File: src/rtl/fetch.sv
// Instruction fetch: one outstanding imem read, 2-entry {insn, pc} output queue,
// redirect from execute flushes the queue and discards any in-flight response.
module fetch #(
    parameter logic [63:0] RESET_PC = 64'h0
) (
    input  logic        clk,
    input  logic        reset,
    input  logic        branch_target_valid,
    input  logic [63:0] branch_target,
    output logic        branch_target_retry,
    output logic        imem_req_valid,
    output logic [63:0] imem_req_addr,
    input  logic        imem_req_retry,
    input  logic        imem_resp_valid,
    input  logic [31:0] imem_resp_data,
    output logic        insn_valid,
    output logic [31:0] insn,
    output logic [63:0] pc,
    input  logic        insn_retry
);

    localparam int unsigned XLEN  = 64;
    localparam int unsigned ILEN  = 32;
    localparam int unsigned DEPTH = 2;

    typedef enum logic [1:0] {
        S_IDLE,
        S_WAIT,
        S_STALE
    } state_e;

    state_e            state_q, state_d;
    logic [XLEN-1:0]   fpc_q, fpc_d;
    logic [XLEN-1:0]   req_pc_q, req_pc_d;
    logic              rd_ptr_q, rd_ptr_d;
    logic              wr_ptr_q, wr_ptr_d;
    logic [1:0]        count_q, count_d;
    logic [ILEN-1:0]   insn_mem_q [DEPTH];
    logic [XLEN-1:0]   pc_mem_q   [DEPTH];

    logic              deq;
    logic              enq;
    logic              accept;
    logic [1:0]        count_after_deq;
    logic              unused_bt_low;

    assign unused_bt_low = ^branch_target[1:0];

    // Request/queue control; redirect overrides everything else in the cycle.
    always_comb begin
        state_d  = state_q;
        fpc_d    = fpc_q;
        req_pc_d = req_pc_q;
        rd_ptr_d = rd_ptr_q;
        wr_ptr_d = wr_ptr_q;
        count_d  = count_q;

        branch_target_retry = 1'b0;
        insn_valid          = !reset && (count_q != 2'd0);
        insn                = insn_mem_q[rd_ptr_q];
        pc                  = pc_mem_q[rd_ptr_q];
        deq                 = insn_valid && !insn_retry;
        count_after_deq     = count_q - 2'(deq);
        imem_req_valid      = !reset && (state_q == S_IDLE) &&
                              (count_after_deq < 2'd2) && !branch_target_valid;
        imem_req_addr       = fpc_q;
        accept              = imem_req_valid && !imem_req_retry;
        enq                 = (state_q == S_WAIT) && imem_resp_valid && !branch_target_valid;

        unique case (state_q)
            S_IDLE: begin
                if (accept) begin
                    state_d  = S_WAIT;
                    req_pc_d = fpc_q;
                    fpc_d    = fpc_q + XLEN'(4);
                end
            end
            S_WAIT: begin
                if (imem_resp_valid)          state_d = S_IDLE;
                else if (branch_target_valid) state_d = S_STALE;
            end
            S_STALE: begin
                if (imem_resp_valid) state_d = S_IDLE;
            end
            default: state_d = S_IDLE;
        endcase

        rd_ptr_d = rd_ptr_q ^ deq;
        wr_ptr_d = wr_ptr_q ^ enq;
        count_d  = count_after_deq + 2'(enq);

        if (branch_target_valid) begin
            fpc_d    = {branch_target[XLEN-1:2], 2'b00};
            count_d  = 2'd0;
            rd_ptr_d = wr_ptr_q;
            wr_ptr_d = wr_ptr_q;
        end
    end

    always_ff @(posedge clk) begin
        if (reset) begin
            state_q  <= S_IDLE;
            fpc_q    <= RESET_PC;
            req_pc_q <= RESET_PC;
            rd_ptr_q <= 1'b0;
            wr_ptr_q <= 1'b0;
            count_q  <= 2'd0;
        end else begin
            state_q  <= state_d;
            fpc_q    <= fpc_d;
            req_pc_q <= req_pc_d;
            rd_ptr_q <= rd_ptr_d;
            wr_ptr_q <= wr_ptr_d;
            count_q  <= count_d;
        end
    end

    // Queue storage needs no reset: entries are only read while count is nonzero.
    always_ff @(posedge clk) begin
        if (!reset && enq) begin
            insn_mem_q[wr_ptr_q] <= imem_resp_data;
            pc_mem_q[wr_ptr_q]   <= req_pc_q;
        end
    end

endmodule

File: config.mk
export PLATFORM = sky130hd
export DESIGN_NAME = fetch
export DESIGN_NICKNAME = d
export VERILOG_FILES = /design/src/rtl/fetch.sv
export SDC_FILE = /design/constraint.sdc
export NUM_CORES = 1
export LEC_CHECK = 0
export ABC_AREA = 1
export ABC_CLOCK_PERIOD_IN_PS = 21500
export CORE_UTILIZATION = 56
export CTS_CLUSTER_DIAMETER = 200
export DETAILED_ROUTE_END_ITERATION = 12
export GPL_TIMING_DRIVEN = 0
export PLACE_DENSITY_LB_ADDON = 0.25
export SLEW_MARGIN = 5
export SYNTH_ARGS = -nofsm -noshare
export SYNTH_HDL_FRONTEND = slang
export SYNTH_SLANG_ARGS = --single-unit
export TNS_END_PERCENT = 10
File: constraint.sdc
create_clock -name clk -period 21.5 [get_ports clk]
set_input_delay 2.15 -clock clk [delete_from_list [all_inputs] [get_ports clk]]
set_output_delay 2.15 -clock clk [all_outputs]
set_load 0.01 [all_outputs]
After elaboration in Yosys (flattened, before gate mapping)

Memory sizes are Yosys's and may differ from the RTL's. A register that Yosys moved wholly into a read port is not among the register bits.
Cells that the tools add are included.

Memories: 2
Register bits after elaboration: 134
Input bits: 102
Word-level logic and storage cells: 54
Bits in writable memories: 192

Bitwise operators: 2
$lt $le $gt $ge: 1
Mux-type cells: 13
$add $sub $neg: 3
Equal/unequal tests: 5
Reduce and logical (&&, ||, !) cells: 21

Memory list:

| name       | words | bits a word | rd ports | clocked after Yosys merged registers in | wr ports | line | text |
|---|---|---|---|---|---|---|---|
| pc_mem_q   | 2     | 64          | 1        | 1                                       | 1        | 39   | `logic [XLEN-1:0] pc_mem_q [DEPTH];` |
| insn_mem_q | 2     | 32          | 1        | 1                                       | 1        | 38   | `logic [ILEN-1:0] insn_mem_q [DEPTH];` |

Operators by type and width:

| operator                                       | number |
|---|---|
| two-way mux 64 bit                             | 3 |
| adder 64 x 3 -> 64 bit (second input constant) | 1 |
| logical AND 1 bit                              | 9 |
| two-way mux 2 bit                              | 4 |
| one-hot mux 2 bit (3 select lines)             | 1 |
| nonzero test 2 bit                             | 3 |
| two-way mux 1 bit                              | 5 |
| logical NOT 1 bit                              | 4 |
| != test 2 bit (second input constant)          | 2 |
| AND reduction 2 bit                            | 2 |
| != test 3 bit (second input constant)          | 1 |
| AND reduction 3 bit                            | 1 |
| adder 2 x 1 -> 2 bit                           | 1 |
| == test 2 x 1 -> 1 bit (second input constant) | 1 |
| == test 2 bit (second input constant)          | 1 |
| logical NOT 2 bit                              | 1 |
| < comparator 2 bit (second input constant)     | 1 |
| OR reduction 2 bit                             | 1 |
| subtractor 2 x 1 -> 2 bit                      | 1 |
| bitwise XOR 1 bit                              | 2 |

Longest topological paths before layout

Depth in word-level cells: 11
Mapped depth: 17
Gate-level depth less buffers: 17

Worst setup path after synthesis

OpenSTA, ideal clock, no wires.

Path kind: input -> register
From: input branch_target_valid
To: memory insn_mem_q[1][0] (enable)
Stages on the path: 4
Path slack: 11.771 ns
Path buffers: 1
Arrival time: 9.068 ns
Cell sequence: clkbuf_1 nor3_1 inv_1 nor3_1

Word-level cells in the longest chain between the ends: 5

RTL lines:

| item                                    | line | text |
|---|---|---|
| start, declared                         | 8    | `input logic branch_target_valid,` |
| logical NOT 1 bit                       | 68   | `enq = (state_q == S_WAIT) && imem_resp_valid && !branch_target_valid;` |
| logical AND 1 bit                       | 68   |  |
| logical AND 1 bit                       | 120  | `if (!reset && enq) begin` |
| two-way mux 1 bit                       | 120  |  |
| two-way mux 1 bit (implied by the code) | 121  | `insn_mem_q[wr_ptr_q] <= imem_resp_data;` |
| end, declared                           | 38   |  |

No other way between the ends.

Final worst setup path

From: input insn_retry
To: output imem_req_valid

Word-level cells in the longest chain between the ends: 6

RTL lines:

| item                      | line | text |
|---|---|---|
| start, declared           | 19   | `input logic insn_retry` |
| logical NOT 1 bit         | 62   | `deq = insn_valid && !insn_retry;` |
| logical AND 1 bit         | 62   |  |
| subtractor 2 x 1 -> 2 bit | 63   | `count_after_deq = count_q - 2'(deq);` |
| < comparator 2 bit        | 65   | `(count_after_deq < 2'd2) && !branch_target_valid;` |
| logical AND 1 bit         | 64   | `imem_req_valid = !reset && (state_q == S_IDLE) &&` |
| logical AND 1 bit         | 65   |  |
| end, declared             | 11   | `output logic imem_req_valid,` |

No other way between the ends.

==> results by stage <==
Cells and area:
- After routing the design area is around 0.018 mm².
- The antenna diode count is 0.
- The number of nets in the finished design is 2007.
- The area overhead of the layout relative to synthesis is 30.2%.
- In the final layout, the share of cells above drive strength 1 is 0.0638.

STA:
- For the final routed database, the setup TNS stands at 0 ns.
- The slew at the pin closest to its max-slew limit is 1.06 ns.
- The number of pins with negative max-slew slack in the final report is 0.
- Setup violations remaining at the end of the flow were counted as 0.
- The post-route minimum period is 6.17 ns.
- Derived from the worst setup path, the maximum achievable clock frequency is 162 MHz.
- The total count of hold-check failures in the final report came to 0.
- The post-route fraction of the period consumed by the critical path is 0.287.
- The worst path meets setup with 15.33 ns of slack.
- On the final layout, the worst clock skew is 0.0123 ns.
- The relative slew slack is 0.291.
- Setup repair after global routing left no endpoint under its margin.

Floorplanning:
- The effective utilization at floorplan is 0.570.
- The standard cell core area is 0.0243 mm².
- 265 I/O pins were placed.
- The die is 159 µm tall.
- The horizontal die dimension is 159 µm.
- In this run the core area contains 57 standard-cell rows.
- The die area is roughly 0.025 mm².

Yosys:
- The gate count after technology mapping is around 1600.
- Yosys printed 0 warnings.
- In this run, distinct cell masters in the synthesized netlist total 37.
- Of all flip-flops after synthesis, the portion carrying an async set or reset was 0.
- The leading register cell type out of synthesis is sky130_fd_sc_hd__edfxtp_1.
- The area share of the largest cell type after synthesis is 0.408.
- The average instance in the mapped netlist occupies 8.68 µm².
- The share of the Yosys chip area taken by registers is 0.595.
- Counting flops with a built-in enable in the synthesized netlist gives 188.
- The largest total area in the synthesized netlist belongs to sky130_fd_sc_hd__edfxtp_1.
- Ranked by total cell area, the synthesized netlist is headed by sky130_fd_sc_hd__edfxtp_1, sky130_fd_sc_hd__dfxtp_1, sky130_fd_sc_hd__nand2_1, sky130_fd_sc_hd__a21oi_1, sky130_fd_sc_hd__o21ai_0.
- The post-synthesis register bit count is 318.
- In this run the cell area of the synthesized design comes to around 0.014 mm².

Clocking:
- The clock drives 318 sinks.
- The TritonCTS clock tree is done.
- The library cell used as clock root buffer is sky130_fd_sc_hd__clkbuf_16.
- The maximum level of the CTS H-tree is 1.
- No sink is reached through more buffers than the 3 on the longest clock path.
- Once the clock tree was built, the resizer swapped 0 gates to a different size.
- The number of buffers created by CTS is 31.
- The number of setup buffers added after CTS is 0.
- The quantity of hold-fixing buffers added after cts is 0.
- The clock transition at the registers of the reported paths is 0.06 ns.
- The source-to-sink clock delay at the later pin of the worst-skew pair is 0.57 ns.

Drt:
- The final wirelength is 44.8 mm.
- Dividing the detail-routed via count by the number of cells gives 5.54.
- The count of nets left with antenna violations once routing finished came out at 0.
- The detailed router placed around 12000 vias in this run.
- After detailed routing, the average wire length per cell comes to 19.9 µm.
- The detailed router finished its first iteration with 1152 violations.
- For this run, design rule violations remaining after detail routing come to 0.
- Before antenna repair, the detailed router went through 8 iterations.

Worst setup path:
- The critical path start-end classification is primary input to primary output.
- Traced cell by cell, the critical path runs through clkdlybuf4s50_1 -> inv_1 -> nand2_1 -> inv_1 -> ha_1 -> inv_1 -> nand2_1 -> nand2_1 -> nand2_1 -> inv_1 -> clkdlybuf4s50_1.
- Among all stages on the critical path, the largest delay is contributed by sky130_fd_sc_hd__clkdlybuf4s50_1.
- STA classifies the critical path startpoint as a primary input.
- The number of cells on the worst reg-to-reg path is 10.
- STA classifies the critical path endpoint as a primary output.
- The number of buffers and inverters on the critical path is 6.
- The number of logic stages on the critical path including buffering is 11.
- The data arrival at the endpoint of the critical path is 4.02 ns.
- Grouping stages by cell kind, the critical path spends the most delay in buffers and inverters.
- The required time at the worst-slack endpoint is about 19 ns.
- The largest fanout on the critical path is 5.
- The largest single stage delay on the critical path is about 0.52 ns.

Placed design:
- The placement-stage worst setup slack is between 15 and 20 ns.
- The number of buffer cells added on primary ports is 256.
- The cell area after placement is roughly 0.017 mm².
- The HPWL after detailed placement is roughly 33 mm.
- The final weighted congestion in routability-driven placement is 0.973.

Run:
- Across the run, the number of max-cap violations was 0.

GRT:
- The number of antenna violations at the first check in global routing is 0.
- The first global-routing pass estimated 67.6 mm of wire.
- In the global route stage, overall resource usage came out at 0.351.
- Summed over all layers, the global routing overflow is 0.
- The number of global-route vias before repair is 12100.
- Entering global routing, the biggest net connects 29 pins.

Run status:
- The flow ran to the end, and the final reports show no timing, DRC or antenna violations.

Power:
- The leakage component of the power is 6.88 nW.
- The peak supply drop is 0.0000825 V.
- In this run the power density over the cells is approximately 75 mW/mm².

Min path:
- The hold-critical path depth is 0.
- In this run the worst hold path is classified as flop to flop.
## state kept, by name (all words and copies together), names as in the netlist
register / count
rd_ptr_q: 1
pc_mem_q: 124
imem_req_addr: 62
insn_mem_q: 64
wr_ptr_q: 1
count_q: 2
req_pc_q: 62
state_q: 2
## stage by stage
step                      utilization  hold slack (ns)  power, mW  instances
after floorplan                     -            0.420      0.735       1600
after global placement          0.692            0.426      0.806       2180
after detailed placement        0.699            0.436      0.809       2193
after CTS                       0.742            0.453       1.35       2251
after global routing            0.742            0.467       1.38       2251
final                           0.742            0.452       1.35       2251
## worst paths after layout
path / startpoint / endpoint / slack, ns
worst max-delay path: insn_retry / imem_req_valid / 15.33
worst min-delay path: req_pc_q[59] / pc_mem_q[0][59] / 0.45
worst max register to register: state_q[0] / pc_mem_q[1][50] / 18.47
worst min register to register: req_pc_q[59] / pc_mem_q[0][59] / 0.45
## area by class of cell
class,count,area (µm²)
Fill cell,1719,6280
Clock buffer,34,787
Multi-Input combinational cell,1075,4760
Sequential cell,318,8250
Buffer,72,357
Clock inverter,24,239
Timing Repair Buffer,269,2720
Inverter,135,513
Tap cell,324,405
## metal layers
layer / part of all wire / global-route usage / up-vias
li1: - / - / 5803
met1: 0.41 / 0.467 / 5899
met2: 0.47 / 0.588 / 662
met3: 0.087 / 0.0555 / 100
met4: 0.033 / 0.120 / 0
met5: 0 / 0 / -
## synthesized netlist by cell type (12+ instances only)
library cell               instances
sky130_fd_sc_hd__a21oi_1         114
sky130_fd_sc_hd__o21ai_1          12
sky130_fd_sc_hd__edfxtp_1        188
sky130_fd_sc_hd__o21ai_0         103
sky130_fd_sc_hd__dfxtp_1         130
sky130_fd_sc_hd__inv_1           131
sky130_fd_sc_hd__xor2_1           17
sky130_fd_sc_hd__nand4_1          13
sky130_fd_sc_hd__clkbuf_1         42
sky130_fd_sc_hd__nand3_1          59
sky130_fd_sc_hd__nand2_1         570
sky130_fd_sc_hd__nor2_1          128
sky130_fd_sc_hd__buf_2            12
## cell families (layout without fill, tap and decap cells)
family                   after synthesis  after routing  share of synthesized area
flip-flops                           318            318                      0.595
other                                  1              5                   0.000271
AO/OA/AOI/OAI                        247            247                     0.0917
buffers and inverters                207            534                     0.0628
adder cells (fa/ha/maj)                3              3                    0.00271
XOR/XNOR                              21             21                     0.0133
AND/OR/NAND/NOR                      799            799                      0.234
## worst reg2reg max path, cell delays in order, from the launching register on
cell and delay (ns):
sky130_fd_sc_hd__dfxtp_1 0.33, sky130_fd_sc_hd__inv_1 0.07, sky130_fd_sc_hd__nor2_1 0.13, sky130_fd_sc_hd__inv_1 0.05, sky130_fd_sc_hd__nor3_1 0.31, sky130_fd_sc_hd__inv_1 0.13, sky130_fd_sc_hd__nor3_2 0.82, sky130_fd_sc_hd__buf_4 0.36
sky130_fd_sc_hd__buf_6 0.17, sky130_fd_sc_hd__buf_4 0.19, sky130_fd_sc_hd__buf_6 0.18
## cell usage in the layout, fill, tap and decap left out, types with 31 or more instances in the layout
cell and n:
sky130_fd_sc_hd__nand2_1 570, sky130_fd_sc_hd__clkdlybuf4s50_1 256, sky130_fd_sc_hd__edfxtp_1 188, sky130_fd_sc_hd__inv_1 131, sky130_fd_sc_hd__dfxtp_1 130, sky130_fd_sc_hd__nor2_1 127
sky130_fd_sc_hd__a21oi_1 114, sky130_fd_sc_hd__o21ai_0 103, sky130_fd_sc_hd__nand3_1 59, sky130_fd_sc_hd__clkbuf_1 45, sky130_fd_sc_hd__clkbuf_16 31
## power breakdown
group | internal, mW | switching (mW)
Clock | 0.313 | 0.234
Combinational | 0.0579 | 0.0682
Sequential | 0.657 | 0.0177
(Power assumes the default switching activity.)
